--- config.mk ---
export PLATFORM = sky130hd
export DESIGN_NAME = alu_issue_unit
export DESIGN_NICKNAME = d
export VERILOG_FILES = /design/src/rtl/alu_pkg.sv /design/src/rtl/alu_op_fifo.sv /design/src/rtl/alu_issue_unit.sv
export SDC_FILE = /design/constraint.sdc
export NUM_CORES = 1
export LEC_CHECK = 0
export BUFFER_PORTS_ARGS = -buffer_cell sky130_fd_sc_hd__clkbuf_2
export CAP_MARGIN = 20
export CELL_PAD_IN_SITES_DETAIL_PLACEMENT = 1
export CELL_PAD_IN_SITES_GLOBAL_PLACEMENT = 1
export CORE_MARGIN = 2
export CORE_UTILIZATION = 49
export DETAILED_ROUTE_END_ITERATION = 7
export GPL_ROUTABILITY_DRIVEN = 0
export PLACE_DENSITY = 0.88
export RECOVER_POWER = 50
export SETUP_SLACK_MARGIN = 0.15
export SYNTH_ARGS = -nofsm -noshare
export SYNTH_HDL_FRONTEND = slang
export SYNTH_SLANG_ARGS = --single-unit
--- constraint.sdc ---
create_clock -name i_clk -period 2.8 [get_ports i_clk]
set_input_delay 0.56 -clock i_clk [delete_from_list [all_inputs] [get_ports i_clk]]
set_output_delay 0.56 -clock i_clk [all_outputs]
set_load 0.005 [all_outputs]
--- src/rtl/alu_pkg.sv ---
// Shared widths, issue-state encoding and op-entry layout for the ALU issue unit.
// Entry layout (MSB..LSB): {a, b, sel, tag}.
package alu_pkg;
    localparam int OPW  = 4;
    localparam int SELW = 3;
    localparam int RESW = 5;

    typedef enum logic [1:0] {
        ST_IDLE   = 2'd0,
        ST_DRIVE  = 2'd1,
        ST_RESULT = 2'd2
    } issue_state_t;

    function automatic int entry_w(input int tagw);
        return 2 * OPW + SELW + tagw;
    endfunction
endpackage

--- src/rtl/alu_op_fifo.sv ---
// Synchronous FIFO holding queued ALU operations; head entry is read combinationally.
module alu_op_fifo #(
    parameter int DEPTH = 4,
    parameter int WIDTH = 15
) (
    input  logic                     i_clk,
    input  logic                     i_rst,
    input  logic                     i_push,
    input  logic [WIDTH-1:0]         i_data,
    input  logic                     i_pop,
    output logic [WIDTH-1:0]         o_data,
    output logic [$clog2(DEPTH):0]   o_count,
    output logic                     o_full,
    output logic                     o_empty
);
    localparam int AW = $clog2(DEPTH);

    logic [WIDTH-1:0] r_mem [DEPTH];
    logic [AW-1:0]    r_wr_ptr;
    logic [AW-1:0]    r_rd_ptr;
    logic [AW:0]      r_count;
    logic             w_push;
    logic             w_pop;

    assign o_full  = (r_count == (AW+1)'(DEPTH));
    assign o_empty = (r_count == '0);
    assign o_count = r_count;
    assign o_data  = r_mem[r_rd_ptr];
    assign w_push  = i_push & ~o_full;
    assign w_pop   = i_pop & ~o_empty;

    always_ff @(posedge i_clk or posedge i_rst) begin
        if (i_rst) begin
            r_wr_ptr <= '0;
            r_rd_ptr <= '0;
            r_count  <= '0;
        end else begin
            if (w_push) r_wr_ptr <= r_wr_ptr + 1'b1;
            if (w_pop)  r_rd_ptr <= r_rd_ptr + 1'b1;
            case ({w_push, w_pop})
                2'b10:   r_count <= r_count + (AW+1)'(1);
                2'b01:   r_count <= r_count - (AW+1)'(1);
                default: r_count <= r_count;
            endcase
        end
    end

    // Storage is not reset; stale entries are unreachable once the pointers clear.
    always_ff @(posedge i_clk) begin
        if (w_push) r_mem[r_wr_ptr] <= i_data;
    end
endmodule

--- src/rtl/alu_issue_unit.sv ---
// Issue stage: queues ops, drives registered operands to the external ALU, captures y after SETTLE cycles.
// States: IDLE pop head when queue non-empty | DRIVE hold alu_* until settled | RESULT present result until taken.
module alu_issue_unit
    import alu_pkg::*;
#(
    parameter int DEPTH  = 4,
    parameter int SETTLE = 1,
    parameter int TAGW   = 4
) (
    input  logic            i_clk,
    input  logic            i_rst,
    input  logic            i_in_valid,
    output logic            o_in_ready,
    input  logic [OPW-1:0]  i_in_a,
    input  logic [OPW-1:0]  i_in_b,
    input  logic [SELW-1:0] i_in_sel,
    output logic [OPW-1:0]  o_alu_a,
    output logic [OPW-1:0]  o_alu_b,
    output logic [SELW-1:0] o_alu_sel,
    input  logic [RESW-1:0] i_alu_y,
    output logic            o_out_valid,
    input  logic            i_out_ready,
    output logic [RESW-1:0] o_out_y,
    output logic [SELW-1:0] o_out_sel,
    output logic [TAGW-1:0] o_out_tag,
    output logic            o_busy
);
    localparam int EW = entry_w(TAGW);
    localparam int CW = $clog2(DEPTH) + 1;

    issue_state_t    r_state;
    issue_state_t    w_next_state;
    logic            w_push;
    logic            w_pop;
    logic [EW-1:0]   w_head;
    logic [CW-1:0]   w_count;
    logic            w_full;
    logic            w_empty;
    logic [TAGW-1:0] r_tag_ctr;
    logic [TAGW-1:0] r_tag;
    logic [3:0]      r_wait;
    logic [OPW-1:0]  r_alu_a;
    logic [OPW-1:0]  r_alu_b;
    logic [SELW-1:0] r_alu_sel;
    logic            r_out_valid;
    logic [RESW-1:0] r_out_y;
    logic [SELW-1:0] r_out_sel;
    logic [TAGW-1:0] r_out_tag;

    assign o_in_ready = ~w_full;
    assign w_push     = i_in_valid & ~w_full;

    alu_op_fifo #(.DEPTH(DEPTH), .WIDTH(EW)) u_fifo (
        .i_clk   (i_clk),
        .i_rst   (i_rst),
        .i_push  (w_push),
        .i_data  ({i_in_a, i_in_b, i_in_sel, r_tag_ctr}),
        .i_pop   (w_pop),
        .o_data  (w_head),
        .o_count (w_count),
        .o_full  (w_full),
        .o_empty (w_empty)
    );

    always_ff @(posedge i_clk or posedge i_rst) begin
        if (i_rst) r_state <= ST_IDLE;
        else       r_state <= w_next_state;
    end

    always_comb begin
        w_next_state = r_state;
        w_pop        = 1'b0;
        case (r_state)
            ST_IDLE: begin
                if (!w_empty) begin
                    w_pop        = 1'b1;
                    w_next_state = ST_DRIVE;
                end
            end
            ST_DRIVE:  if (r_wait == 4'd0) w_next_state = ST_RESULT;
            ST_RESULT: if (i_out_ready)    w_next_state = ST_IDLE;
            default:   w_next_state = ST_IDLE;
        endcase
    end

    always_ff @(posedge i_clk or posedge i_rst) begin
        if (i_rst) begin
            r_tag_ctr   <= '0;
            r_tag       <= '0;
            r_wait      <= '0;
            r_alu_a     <= '0;
            r_alu_b     <= '0;
            r_alu_sel   <= '0;
            r_out_valid <= 1'b0;
            r_out_y     <= '0;
            r_out_sel   <= '0;
            r_out_tag   <= '0;
        end else begin
            if (w_push) r_tag_ctr <= r_tag_ctr + 1'b1;
            case (r_state)
                ST_IDLE: begin
                    if (w_pop) begin
                        {r_alu_a, r_alu_b, r_alu_sel, r_tag} <= w_head;
                        r_wait <= 4'(SETTLE - 1);
                    end
                end
                ST_DRIVE: begin
                    if (r_wait == 4'd0) begin
                        r_out_y     <= i_alu_y;
                        r_out_sel   <= r_alu_sel;
                        r_out_tag   <= r_tag;
                        r_out_valid <= 1'b1;
                    end else begin
                        r_wait <= r_wait - 1'b1;
                    end
                end
                ST_RESULT: if (i_out_ready) r_out_valid <= 1'b0;
                default: ;
            endcase
        end
    end

    assign o_alu_a     = r_alu_a;
    assign o_alu_b     = r_alu_b;
    assign o_alu_sel   = r_alu_sel;
    assign o_out_valid = r_out_valid;
    assign o_out_y     = r_out_y;
    assign o_out_sel   = r_out_sel;
    assign o_out_tag   = r_out_tag;
    assign o_busy      = (w_count != '0) | (r_state != ST_IDLE);
endmodule

==> results.txt, run 1 <==
----------------------------------------------------
[Run status]
  Run status ... complete, no violations

[Yosys]
  Top post-synthesis cells by count ... sky130_fd_sc_hd__edfxtp_1, sky130_fd_sc_hd__dfrtp_1, sky130_fd_sc_hd__mux2_2, sky130_fd_sc_hd__inv_1, sky130_fd_sc_hd__mux4_2
  Proportion of synthesized flip-flops having asynchronous set or reset ... 42.9%
  Sequential cell area fraction in the yosys report ... 70.2%
  Post-synth top flop ... sky130_fd_sc_hd__edfxtp_1
  Cell type with the largest total area after synthesis ... sky130_fd_sc_hd__edfxtp_1
  Largest cells by area after synthesis ... sky130_fd_sc_hd__edfxtp_1, sky130_fd_sc_hd__dfrtp_1, sky130_fd_sc_hd__mux2_2, sky130_fd_sc_hd__mux4_1, sky130_fd_sc_hd__mux4_2
  Number of flops mapped to enable cells by yosys ... 60
  Synthesized area divided by synthesized cell count ... roughly 18 sq um
  Fraction of synthesized cell area taken by the top area cell type ... between 40% and 50%
  Post-Syn Area ... 4170 sq um
  Cell variety after synth ... 35
  Yosys warning count ... 0
  Cell count after synthesis ... 226
  Leading cell type by number of instances after synthesis ... sky130_fd_sc_hd__edfxtp_1
  Number of flip-flops and latches in the synthesized netlist ... about 110
  Post-synth net total ... 254

[Clocking]
  Clk_lat worst skew ... approximately 370 ps
  Hold buffers post-CTS ... 0
  Clock root buffer master ... sky130_fd_sc_hd__clkbuf_8
  Number of gates resized after cts ... 0
  Total clock sinks ... around 110
  Clock tree from TritonCTS ... done
  Clock transition at path regs ... around 110 ps
  Number of setup buffers added after CTS ... 0
  Maximum root-to-sink buffer count ... 2
  Number of buffers created by CTS ... 9
  H-tree levels ... 3

[Setup path]
  CP endpoint kind ... flip-flop
  Path type of the worst setup path ... flip-flop to flip-flop
  Reg-to-reg slack, setup ... between 300 and 400 ps
  Most Frequent Cell on Critical Path ... sky130_fd_sc_hd__xor2_1
  Worst Setup Start Kind ... flip-flop
  Arr. time, crit path ... ~2700 ps
  Cell-by-cell trace of the critical path ... or3b_1 > nand2_1 > ha_1 > inv_1 > fa_1 > xor2_1 > nor2_1 > xor2_1
  Maximum fanout along the worst path ... 8
  Delay contributed by the slowest stage of the critical path ... 520 ps
  Data required time of the critical path ... 3080 ps
  Slowest stage cell, crit path ... sky130_fd_sc_hd__or3b_1

[Power and ir drop]
  Total power divided by cell area ... between 1000 and 1500 nW/um^2
  Clock Power Share ... between 10% and 20%
  Internal power ... ~3500 uW
  Combinational Power Share ... between 30% and 40%
  Static leakage ... 0.00182 uW
  Sequential power share ... between 50% and 60%
  Largest vdd supply drop ... a little under 0.5 mV
  Switching part of the total ... 33.1%
  Reported net switching power ... around 1700 uW

[STA]
  Setup slack after layout ... 355 ps
  Maximum clock frequency ... ~0.41 GHz
  Setup-failing EPs final ... 0
  Final critical-path required period ... about 2400 ps
  Number of max-slew violations in the final report ... 0
  Worst slew margin ... ~2.4%
  RSZ-0062 raised after global routing ... false
  Final Cycle Share ... a little under 90%
  Setup TNS ... 0 ps
  Clock tree skew after final layout ... 19.0 ps
  Worst Tran Pin Value ... around 1500 ps
  Number of hold violations in the final report ... 0

[Cells and area]
  Summed area of non-filler cells in the final layout ... ~4700 sq um
  Relative area change from synthesis to final layout ... 11.7%
  Share of cells above drive strength 1 ... a little under a third
  Post-route non-filler standard cell count ... between 300 and 400
  Fin nets ... 306
  Number of inserted filler cells in the final layout ... around 770
  Antenna Cells ... 0

[Die]
  Floorplan die area ... 9270 sq um
  Core region area ... approximately 8200 sq um
  IO Count ... 46
  Initial core utilization ... 50.8%
  Standard-cell rows ... 33
  Overall die width ... around 96 um
  Die H ... between 90 and 100 um

[Global route]
  GRT overflow ... 0
  Initial antenna violation count ... 0
  Maximum number of pins on one net before global-route repair ... 26
  Via count of the first global-routing pass ... about 2400
  Global-route wire length before repair ... around 12000 um
  Global-route total usage across every layer ... between 10% and 20%

[Placement]
  HPWL reported at the end of detailed placement ... 5400 um
  Post-placement cell count ... 372
  Number of buffers inserted by port buffering ... 45
  Post-Place Setup Slack ... approximately 420 ps
  Cell Area, Placed ... 4500 sq um

[Route]
  Via count ... between 2000 and 2500
  Number of design-rule violations left by the first detailed-router iteration ... between 60 and 70
  Detailed-route DRC error count ... 0
  Remaining number of nets flagged by the antenna check after routing ... 0
  Detail-routed via count per cell ... around 5.5
  Drt total wl ... just under 8000 um
  Number of search-and-repair iterations in the first detailed-routing pass ... 4
  Routed WL per cell ... between 20 and 25 um

[Run]
  Max Cap Viol ... 0

[Min path]
  Classification of the worst-slack hold path ... input pin to async pin

----------------------------------------------------
## power groups by stage
stage	logic, uW	registers (uW)	clock network (uW)
global placement	1600	2610	0
finish	1690	2630	898
floorplan	1320	2480	0
detailed placement	1740	2680	0
global route	1890	2710	975
CTS	1750	2640	927
## kinds of logic (layout without fill, tap and decap cells)
| kind of cell | count (synthesis) | after routing | synth area share [%] |
|---|---|---|---|
| DFF | 105 | 105 | 70.2 |
| and+or+nand+nor | 27 | 27 | 4.05 |
| AOI/OAI and AO/OA | 12 | 12 | 1.89 |
| muxes | 46 | 46 | 17.0 |
| xor gates and xnor gates | 9 | 9 | 1.89 |
| adders and majority gates | 8 | 8 | 2.58 |
| buffers and inverters | 19 | 76 | 2.37 |
## critical path, delay by kind of cell, from the launching register on
kind          cells  cell delay (ps)
xor+xnor          2              310
fa+ha+maj         2              660
buf+inv           1               80
flops             1              430
simple gates      3              880
## placed cells by master (no fill, tap or decap), drive strengths merged, types with 3 or more instances in the layout
master	synthesis	final
dfrtp	45	45
nand3	5	5
xnor2	7	7
mux4	15	15
clkinv	0	3
buf	7	3
edfxtp	60	60
mux2	29	29
nand2	4	4
clkbuf	1	55
and3	5	5
ha	7	7
o21ai	5	5
inv	11	14
## final timing paths
kind	to	cells after the start	startpoint
max	u_fifo.o_count[2]	8	u_fifo.o_count[0]
max in group asynchronous	u_fifo.o_count[0]	3	i_rst
min in group i_clk	o_out_y[3]	2	i_alu_y[3]
max reg2reg	u_fifo.o_count[2]	8	u_fifo.o_count[0]
min	o_out_y[2]	2	i_rst
min reg2reg	o_out_tag[2]	1	r_tag[2]
## metal layers
layer  GRT usage [%]  vias to the layer above  wire length (um)
met5               0                        -                 0
met4            8.33                        0               131
met3            4.62                       12               290
met2            35.1                       50              4410
met1            20.1                     1126              3060
li1                -                      964                 -
## layout make-up
| cell class | instances | area (sq um) | share of cell area (%) |
|---|---|---|---|
| flip-flops and latches | 105 | 2930 | 62.8 |
| multi-input cells | 102 | 1140 | 24.4 |
| repair buffers | 49 | 230 | 4.94 |
| well taps | 105 | 131 | 2.82 |
| clock buffers | 9 | 124 | 2.66 |
| clock inverters | 7 | 68.8 | 1.48 |
| inverters | 11 | 41.3 | 0.886 |
## sequential cells by signal (all words and copies together) (netlist names)
signal and cells:
o_alu_sel 3, o_out_sel 3, r_state 2, o_alu_b 4, u_fifo.r_wr_ptr 2, r_tag 4
u_fifo.r_mem 60, o_out_y 5, r_wait 4, r_tag_ctr 4, o_alu_a 4, o_out_valid 1
u_fifo.r_rd_ptr 2, u_fifo.o_count 3, o_out_tag 4
## stage by stage
step	utilization, %	power (uW)	hold WS [ps]
2_1_floorplan	-	3800	475
3_3_place_gp	54.8	4210	485
3_5_place_dp	54.8	4410	491
4_1_cts	57.1	5320	156
5_1_grt	56.7	5570	356
6_report	56.7	5220	279
Power figures use the tool's default switching activity.
==> inputs of run 2 (changes only) <==
--- a/config.mk
+++ b/config.mk
@@ -5,7 +5,7 @@
 export SDC_FILE = /design/constraint.sdc
 export NUM_CORES = 1
 export LEC_CHECK = 0
-export BUFFER_PORTS_ARGS = -buffer_cell sky130_fd_sc_hd__clkbuf_2
+export BUFFER_PORTS_ARGS = -buffer_cell sky130_fd_sc_hd__buf_2
 export CAP_MARGIN = 20
 export CELL_PAD_IN_SITES_DETAIL_PLACEMENT = 1
 export CELL_PAD_IN_SITES_GLOBAL_PLACEMENT = 1
==> results.txt, run 2 (synthesized netlist as in run 1, its figures left out) <==
----------------------------------------------------
[Global route]
  Global-route total usage across every layer ... 19.0% (+0.11 points)
  Global-route wire length before repair ... 12300 um (-0.23%)
  Initial antenna violation count ... 0 (unchanged)
  GRT overflow ... 0 (unchanged)
  Maximum number of pins on one net before global-route repair ... 26 (unchanged)
  Via count of the first global-routing pass ... 2368 (-0.50%)

[STA]
  Number of max-slew violations in the final report ... 0 (unchanged)
  Worst Tran Pin Value ... 1400 ps (-65.1 ps)
  Maximum clock frequency ... 0.403 GHz (-1.5%)
  RSZ-0062 raised after global routing ... false
  Clock tree skew after final layout ... 15.4 ps (-3.51 ps)
  Setup-failing EPs final ... 0 (unchanged)
  Final Cycle Share ... 88.6% (+1.3 points)
  Number of hold violations in the final report ... 0 (unchanged)
  Worst slew margin ... 6.76% (+4.3 points)
  Final critical-path required period ... 2480 ps (+36.2 ps)
  Setup TNS ... 0 ps (unchanged)

[Route]
  Drt total wl ... 8000 um (+1.5%)
  Detailed-route DRC error count ... 0 (unchanged)
  Remaining number of nets flagged by the antenna check after routing ... 0 (unchanged)
  Routed WL per cell ... 20.7 um (+1.7%)
  Number of design-rule violations left by the first detailed-router iteration ... 78 (+15%)
  Number of search-and-repair iterations in the first detailed-routing pass ... 4 (unchanged)
  Via count ... 2157 (+0.23%)
  Detail-routed via count per cell ... 5.57 (+0.49%)

[Setup path]
  Cells on worst reg2reg path ... 8 (unchanged)
  Stages on the worst setup path ... 8 (unchanged)
  Reg-to-reg slack, setup ... 320 ps (-40 ps)
  Path type of the worst setup path ... flip-flop to flip-flop
  Crit path launch ... u_fifo.o_count[0]
  CP delay by family, top ... simple AND/OR/NAND/NOR gates
  Most Frequent Cell on Critical Path ... sky130_fd_sc_hd__xor2_1
  Arr. time, crit path ... 2760 ps (+30 ps)
  Delay contributed by the slowest stage of the critical path ... 520 ps (about the same)
  CP endpoint kind ... flip-flop
  Reg2Reg Launch Point ... u_fifo.o_count[0]
  Worst Setup Start Kind ... flip-flop
  Maximum fanout along the worst path ... 8 (unchanged)
  Worst setup path endpoint ... u_fifo.o_count[2]
  Buffers plus inverters on the worst setup path ... 1 (unchanged)
  Cell-by-cell trace of the critical path ... or3b_1 > nand2_1 > ha_1 > inv_1 > fa_1 > xor2_1 > nor2_1 > xor2_1
  Slowest stage cell, crit path ... sky130_fd_sc_hd__or3b_1
  Capture point of the worst reg-to-reg path ... u_fifo.o_count[2]
  Data required time of the critical path ... 3080 ps (about the same)

[Cells and area]
  Share of cells above drive strength 1 ... 30.1% (-0.60 points)
  Largest register FFs ... 60 (unchanged)
  Top register by number of flip-flops ... u_fifo.r_mem
  Fin nets ... 305 (-0.33%)
  Leading cell types in the layout, fill and taps excluded ... sky130_fd_sc_hd__edfxtp_1, sky130_fd_sc_hd__dfrtp_1, sky130_fd_sc_hd__mux2_2, sky130_fd_sc_hd__buf_2, sky130_fd_sc_hd__clkbuf_1
  Number of inserted filler cells in the final layout ... 792 (+2.3%)
  Post-route non-filler standard cell count ... 387 (-0.26%)
  Most common library cell in the layout ignoring fill and taps ... sky130_fd_sc_hd__edfxtp_1
  Antenna Cells ... 0 (unchanged)
  Relative area change from synthesis to final layout ... 11.7% (unchanged)

[Die]
  Floorplan die area ... 9270 sq um (unchanged)
  Standard-cell rows ... 33 (unchanged)
  Core region area ... 8220 sq um (unchanged)
  Initial core utilization ... 50.8% (unchanged)
  Die H ... 96.3 um (unchanged)
  IO Count ... 46 (unchanged)
  Overall die width ... 96.3 um (unchanged)

[Min path]
  Classification of the worst-slack hold path ... input pin to async pin

[Clocking]
  Clock transition at path regs ... 100 ps (about the same)
  Number of buffers created by CTS ... 9 (unchanged)
  Total clock sinks ... 105 (unchanged)
  H-tree levels ... 3 (unchanged)
  Hold buffers post-CTS ... 0 (unchanged)
  Number of gates resized after cts ... 0 (unchanged)
  Maximum root-to-sink buffer count ... 2 (unchanged)
  Clock root buffer master ... sky130_fd_sc_hd__clkbuf_8
  Number of setup buffers added after CTS ... 0 (unchanged)
  Clock tree from TritonCTS ... done
  Clk_lat worst skew ... 360 ps (about the same)

[Placement]
  Post-placement cell count ... 371 (-0.27%)
  Number of buffers inserted by port buffering ... 45 (unchanged)
  HPWL reported at the end of detailed placement ... 5490 um (+1.7%)

[Run]
  Max Cap Viol ... 0 (unchanged)

[Power and ir drop]
  Total power divided by cell area ... 1130 nW/um^2 (+1.2%)
  Static leakage ... 0.00180 uW (-0.70%)
  Largest vdd supply drop ... 0.476 mV (-1.8%)

[Run status]
  Run status ... complete, no violations

----------------------------------------------------
-- run 2: cell types whose count changed in the layout (fill, tap and decap cells not counted) --
| cell | delta |
|---|---|
| sky130_fd_sc_hd__buf_2 | +29 |
| sky130_fd_sc_hd__buf_4 | -2 |
| sky130_fd_sc_hd__bufinv_16 | +1 |
| sky130_fd_sc_hd__clkbuf_1 | +1 |
| sky130_fd_sc_hd__clkbuf_2 | -28 |
| sky130_fd_sc_hd__clkinv_2 | -1 |
| sky130_fd_sc_hd__clkinv_4 | +1 |
| sky130_fd_sc_hd__clkinv_8 | -1 |
| sky130_fd_sc_hd__inv_8 | -1 |
-- run 2: metrics by stage --
stage | total power (uW) | hold WS, ps | utilization, % | setup slack, ps | cell area [sq um]
2_1_floorplan | 3800 | 475 | - | 640 | 4170
3_3_place_gp | 4200 | 481 | 54.7 | 577 | 4490
3_5_place_dp | 4410 | 491 | 54.7 | 408 | 4490
4_1_cts | 5380 | 180 | 57.1 | 384 | 4700
5_1_grt | 5610 | 377 | 56.7 | 146 | 4660
6_report | 5280 | 320 | 56.7 | 319 | 4660
-- run 2: power breakdown --
group	internal, uW	switching (uW)	total [uW]
clock network	427	523	950
logic	920	778	1700
registers	2220	415	2640
total	3570	1720	5280
-- run 2: metal layers --
layer	track usage (%)	wire, um	vias up
met5	0	0	-
met4	10.5	275	0
met3	5.09	314	21
met2	33.3	4250	54
met1	20.9	3170	1120
li1	-	-	962
-- run 2: how the worst min path moves through the flow --
stage	from	endpoint	slack (ps)	cells after the start
detailed placement	o_alu_b[0]	o_alu_b[0]	490	1
floorplan	r_tag[0]	o_out_tag[0]	470	1
global placement	o_out_y[3]	o_out_y[3]	480	1
finish	i_rst	o_out_y[3]	320	2
global route	i_rst	o_out_y[3]	380	2
CTS	i_rst	o_out_y[3]	180	2
-- run 2: area by class of cell --
class                      instances  area, sq um  share of cell area (%)
multi-input combinational        102         1140                    24.4
clock buffer                      10          128                    2.74
timing repair buffer              48          220                    4.72
inverter                          11         41.3                   0.886
clock inverter                     6         75.1                    1.61
sequential                       105         2930                    62.8
tap                              105          131                    2.82
==> inputs of run 3 (changes only) <==
--- a/config.mk
+++ b/config.mk
@@ -5,14 +5,16 @@
 export SDC_FILE = /design/constraint.sdc
 export NUM_CORES = 1
 export LEC_CHECK = 0
+export ABC_AREA = 1
 export BUFFER_PORTS_ARGS = -buffer_cell sky130_fd_sc_hd__buf_2
 export CAP_MARGIN = 20
 export CELL_PAD_IN_SITES_DETAIL_PLACEMENT = 1
 export CELL_PAD_IN_SITES_GLOBAL_PLACEMENT = 1
 export CORE_MARGIN = 2
-export CORE_UTILIZATION = 49
+export CORE_UTILIZATION = 46
 export DETAILED_ROUTE_END_ITERATION = 7
 export GPL_ROUTABILITY_DRIVEN = 0
+export GPL_TIMING_DRIVEN = 0
 export PLACE_DENSITY = 0.88
 export RECOVER_POWER = 50
 export SETUP_SLACK_MARGIN = 0.15
==> results.txt, run 3 <==
----------------------------------------------------
[Run status]
  Run status ... complete, but fails checks
  Violated checks ... capacitance limit, slew limit

[Setup path]
  CP endpoint kind ... flip-flop
  Reg-to-reg slack, setup ... 390 ps (+80 ps)
  Arr. time, crit path ... 2690 ps (-70 ps)
  Reg2Reg Launch Point ... u_fifo.o_count[0]
  Maximum fanout along the worst path ... 10 (+2)
  Worst Setup Start Kind ... flip-flop
  Path type of the worst setup path ... flip-flop to flip-flop
  Crit path launch ... u_fifo.o_count[0]
  Cells on worst reg2reg path ... 10 (+2)
  Data required time of the critical path ... 3090 ps (about the same)
  Capture point of the worst reg-to-reg path ... u_fifo.o_count[2]
  Worst setup path endpoint ... u_fifo.o_count[2]

[Power and ir drop]
  Largest vdd supply drop ... 0.330 mV (-31%)
  Static leakage ... 0.00219 uW (+21%)
  Switching part of the total ... 41.1% (+8.6 points)
  Clock Power Share ... 14.7% (-3.3 points)
  Total power divided by cell area ... 1160 nW/um^2 (+2.4%)
  Internal power ... 3400 uW (-4.8%)
  Combinational Power Share ... 42.2% (+10 points)
  Sequential power share ... 43.1% (-6.8 points)
  Reported net switching power ... 2370 uW (+38%)
  Overall Power ... 5760 uW (+9.1%)

[Yosys]
  Cell variety after synth ... 28 (-20%)
  Area share of fa/ha/maj cells after synthesis ... 2.44% (-0.14 points)
  Largest cells by area after synthesis ... sky130_fd_sc_hd__edfxtp_1, sky130_fd_sc_hd__dfrtp_1, sky130_fd_sc_hd__nand2_1, sky130_fd_sc_hd__nor2_1, sky130_fd_sc_hd__o21ai_1
  Post-synth top flop ... sky130_fd_sc_hd__edfxtp_1
  Post-Syn Area ... 4410 sq um (+5.8%)
  Sequential cell area fraction in the yosys report ... 66.3% (-3.8 points)
  Post-synth net total ... 429 (+69%)
  Synthesized-area fraction occupied by xor and xnor cells ... 1.39% (-0.50 points)
  Simple-gate share of the synthesized area ... 17.6% (+14 points)
  Yosys warning count ... 0 (unchanged)
  Main combinational cell family by area after synthesis ... simple AND/OR/NAND/NOR gates
  Leading cell type by number of instances after synthesis ... sky130_fd_sc_hd__nand2_1
  Cell count after synthesis ... 401 (+77%)
  Proportion of synthesized flip-flops having asynchronous set or reset ... 42.9% (unchanged)
  Number of flip-flops and latches in the synthesized netlist ... 105 (unchanged)
  Fraction of synthesized cell area taken by the top area cell type ... 40.8% (-2.4 points)
  Cell type with the largest total area after synthesis ... sky130_fd_sc_hd__edfxtp_1
  Top post-synthesis cells by count ... sky130_fd_sc_hd__nand2_1, sky130_fd_sc_hd__nor2_1, sky130_fd_sc_hd__edfxtp_1, sky130_fd_sc_hd__dfrtp_1, sky130_fd_sc_hd__o21ai_1
  Mux cell area share after synthesis ... 0% (-17 points)
  Number of flops mapped to enable cells by yosys ... 60 (unchanged)
  Share of the synthesized area in compound gates (AO/OA/AOI/OAI) ... 6.75% (+4.9 points)
  Synthesized area divided by synthesized cell count ... 11.0 sq um (-40%)

[STA]
  Final critical-path required period ... 2410 ps (-75.7 ps)
  Setup-failing EPs final ... 0 (unchanged)
  Final Cycle Share ... 85.9% (-2.7 points)
  Number of max-slew violations in the final report ... 40 (+40)
  Worst slew margin ... -17.5% (-24 points)
  Setup TNS ... 0 ps (unchanged)
  Maximum clock frequency ... 0.416 GHz (+3.1%)
  Number of hold violations in the final report ... 0 (unchanged)
  Worst Tran Pin Value ... 1760 ps (+365 ps)
  Clock tree skew after final layout ... 11.8 ps (-3.60 ps)
  RSZ-0062 raised after global routing ... false
  Setup slack after layout ... 395 ps (+75.7 ps)

[Cells and area]
  Most common library cell in the layout ignoring fill and taps ... sky130_fd_sc_hd__nand2_1
  Largest register FFs ... 60 (unchanged)
  Relative area change from synthesis to final layout ... 12.6%
  Fin nets ... 490 (+61%)
  Top register by number of flip-flops ... u_fifo.r_mem
  Leading cell types in the layout, fill and taps excluded ... sky130_fd_sc_hd__nand2_1, sky130_fd_sc_hd__nor2_1, sky130_fd_sc_hd__edfxtp_1, sky130_fd_sc_hd__dfrtp_1, sky130_fd_sc_hd__buf_2
  Summed area of non-filler cells in the final layout ... 4970 sq um (+6.6%)
  Post-route non-filler standard cell count ... 596 (+54%)
  Share of cells above drive strength 1 ... 20.3% (-9.8 points)
  Antenna Cells ... 0 (unchanged)

[Clocking]
  Number of setup buffers added after CTS ... 0 (unchanged)
  Total clock sinks ... 105 (unchanged)
  H-tree levels ... 3 (unchanged)
  Maximum root-to-sink buffer count ... 2 (unchanged)
  Hold buffers post-CTS ... 0 (unchanged)
  Clock transition at path regs ... 100 ps (about the same)
  Number of buffers created by CTS ... 9 (unchanged)
  Clock tree from TritonCTS ... done
  Clock root buffer master ... sky130_fd_sc_hd__clkbuf_8
  Clk_lat worst skew ... 370 ps (about the same)
  Number of gates resized after cts ... 0 (unchanged)

[Run]
  Max Cap Viol ... 1 (+1)

[Global route]
  Global-route wire length before repair ... 16400 um (+33%)
  Via count of the first global-routing pass ... 3269 (+38%)
  GRT overflow ... 0 (unchanged)
  Global-route total usage across every layer ... 21.1% (+2.1 points)
  Initial antenna violation count ... 0 (unchanged)
  Maximum number of pins on one net before global-route repair ... 40 (+54%)

[Route]
  Drt total wl ... 10000 um (+25%)
  Routed WL per cell ... 16.8 um (-19%)
  Number of search-and-repair iterations in the first detailed-routing pass ... 4 (unchanged)
  Detail-routed via count per cell ... 4.96 (-11%)
  Detailed-route DRC error count ... 0 (unchanged)
  Number of design-rule violations left by the first detailed-router iteration ... 150 (+92%)
  Remaining number of nets flagged by the antenna check after routing ... 0 (unchanged)
  Via count ... 2954 (+37%)

[Placement]
  HPWL reported at the end of detailed placement ... 7230 um (+32%)
  Post-placement cell count ... 580 (+56%)
  Cell Area, Placed ... 4850 sq um (+8.0%)
  Number of buffers inserted by port buffering ... 45 (unchanged)
  Post-Place Setup Slack ... 445 ps (+37.0 ps)

[Die]
  Core region area ... 9280 sq um (+13%)
  Overall die width ... 102 um (+5.9%)
  Standard-cell rows ... 35 (+6.1%)
  Die H ... 102 um (+5.9%)
  Initial core utilization ... 47.5% (-3.2 points)
  IO Count ... 46 (unchanged)
  Floorplan die area ... 10400 sq um (+12%)

[Min path]
  Classification of the worst-slack hold path ... input pin to async pin

----------------------------------------------------
==> run 3: cell count changes in the layout (fill, tap and decap cells not counted), sizes merged, moves of 3 or more <==
cell,change
nand2,+100
o21ai,+42
inv,+22
mux2,-29
and3,-5
buf,+20
clkbuf,-5
mux4,-15
xnor2,-3
nor2,+69
==> run 3: metal layers <==
metal,vias to the layer above,wire [um],GRT usage [%]
met3,10,463,4.38
met4,0,136,7.59
met1,1458,4230,25.3
met5,-,0,0
li1,1416,-,-
met2,70,5200,37.6
==> run 3: cell type report <==
class	instances	area, sq um
Fill cell	1065	4320
Sequential cell	105	2930
Multi-Input combinational cell	249	1210
Timing Repair Buffer	50	258
Tap cell	129	161
Inverter	33	129
Clock buffer	10	128
Buffer	14	109
Clock inverter	6	42.5
==> run 3: worst min-delay path by stage <==
stage,endpoint,depth (start not counted),from,slack [ps]
2_1_floorplan,r_wait[0],2,r_wait[0],450
3_3_place_gp,o_out_valid,2,o_out_valid,460
4_1_cts,u_fifo.r_wr_ptr[0],2,i_rst,80
6_report,u_fifo.r_wr_ptr[0],2,i_rst,100
5_1_grt,u_fifo.r_wr_ptr[1],2,i_rst,130
3_5_place_dp,o_out_y[1],2,o_out_y[1],470
==> run 3: cells by family after synthesis <==
logic type,after synthesis
AO/OA/AOI/OAI,50
AND/OR/NAND/NOR,184
flip-flops,105
buffers and inverters,47
adder cells (fa/ha/maj),8
XOR/XNOR,7
==> run 3: critical path, stage by stage, from the launching register on <==
cell,delay [ps]
sky130_fd_sc_hd__dfrtp_1,440
sky130_fd_sc_hd__nor2_1,240
sky130_fd_sc_hd__nand2_1,120
sky130_fd_sc_hd__nand2_1,150
sky130_fd_sc_hd__buf_6,160
sky130_fd_sc_hd__ha_1,160
sky130_fd_sc_hd__inv_1,70
sky130_fd_sc_hd__fa_1,440
sky130_fd_sc_hd__or2_2,300
sky130_fd_sc_hd__nand2_1,80
sky130_fd_sc_hd__xor2_1,160
==> run 3: power by group through the flow <==
| stage | combinational [uW] | clock (uW) | sequential, uW |
|---|---|---|---|
| 4_1_cts | 2530 | 863 | 2490 |
| 2_1_floorplan | 1700 | 0 | 2460 |
| 3_3_place_gp | 2280 | 0 | 2480 |
| 3_5_place_dp | 2510 | 0 | 2520 |
| 5_1_grt | 2750 | 924 | 2540 |
| 6_report | 2430 | 849 | 2480 |
==> run 3: stage by stage <==
step,utilization [%],hold WS (ps)
global placement,51.7,457
floorplan,-,449
finish,53.5,104
global route,53.5,128
detailed placement,52.3,467
CTS,54.1,75.1
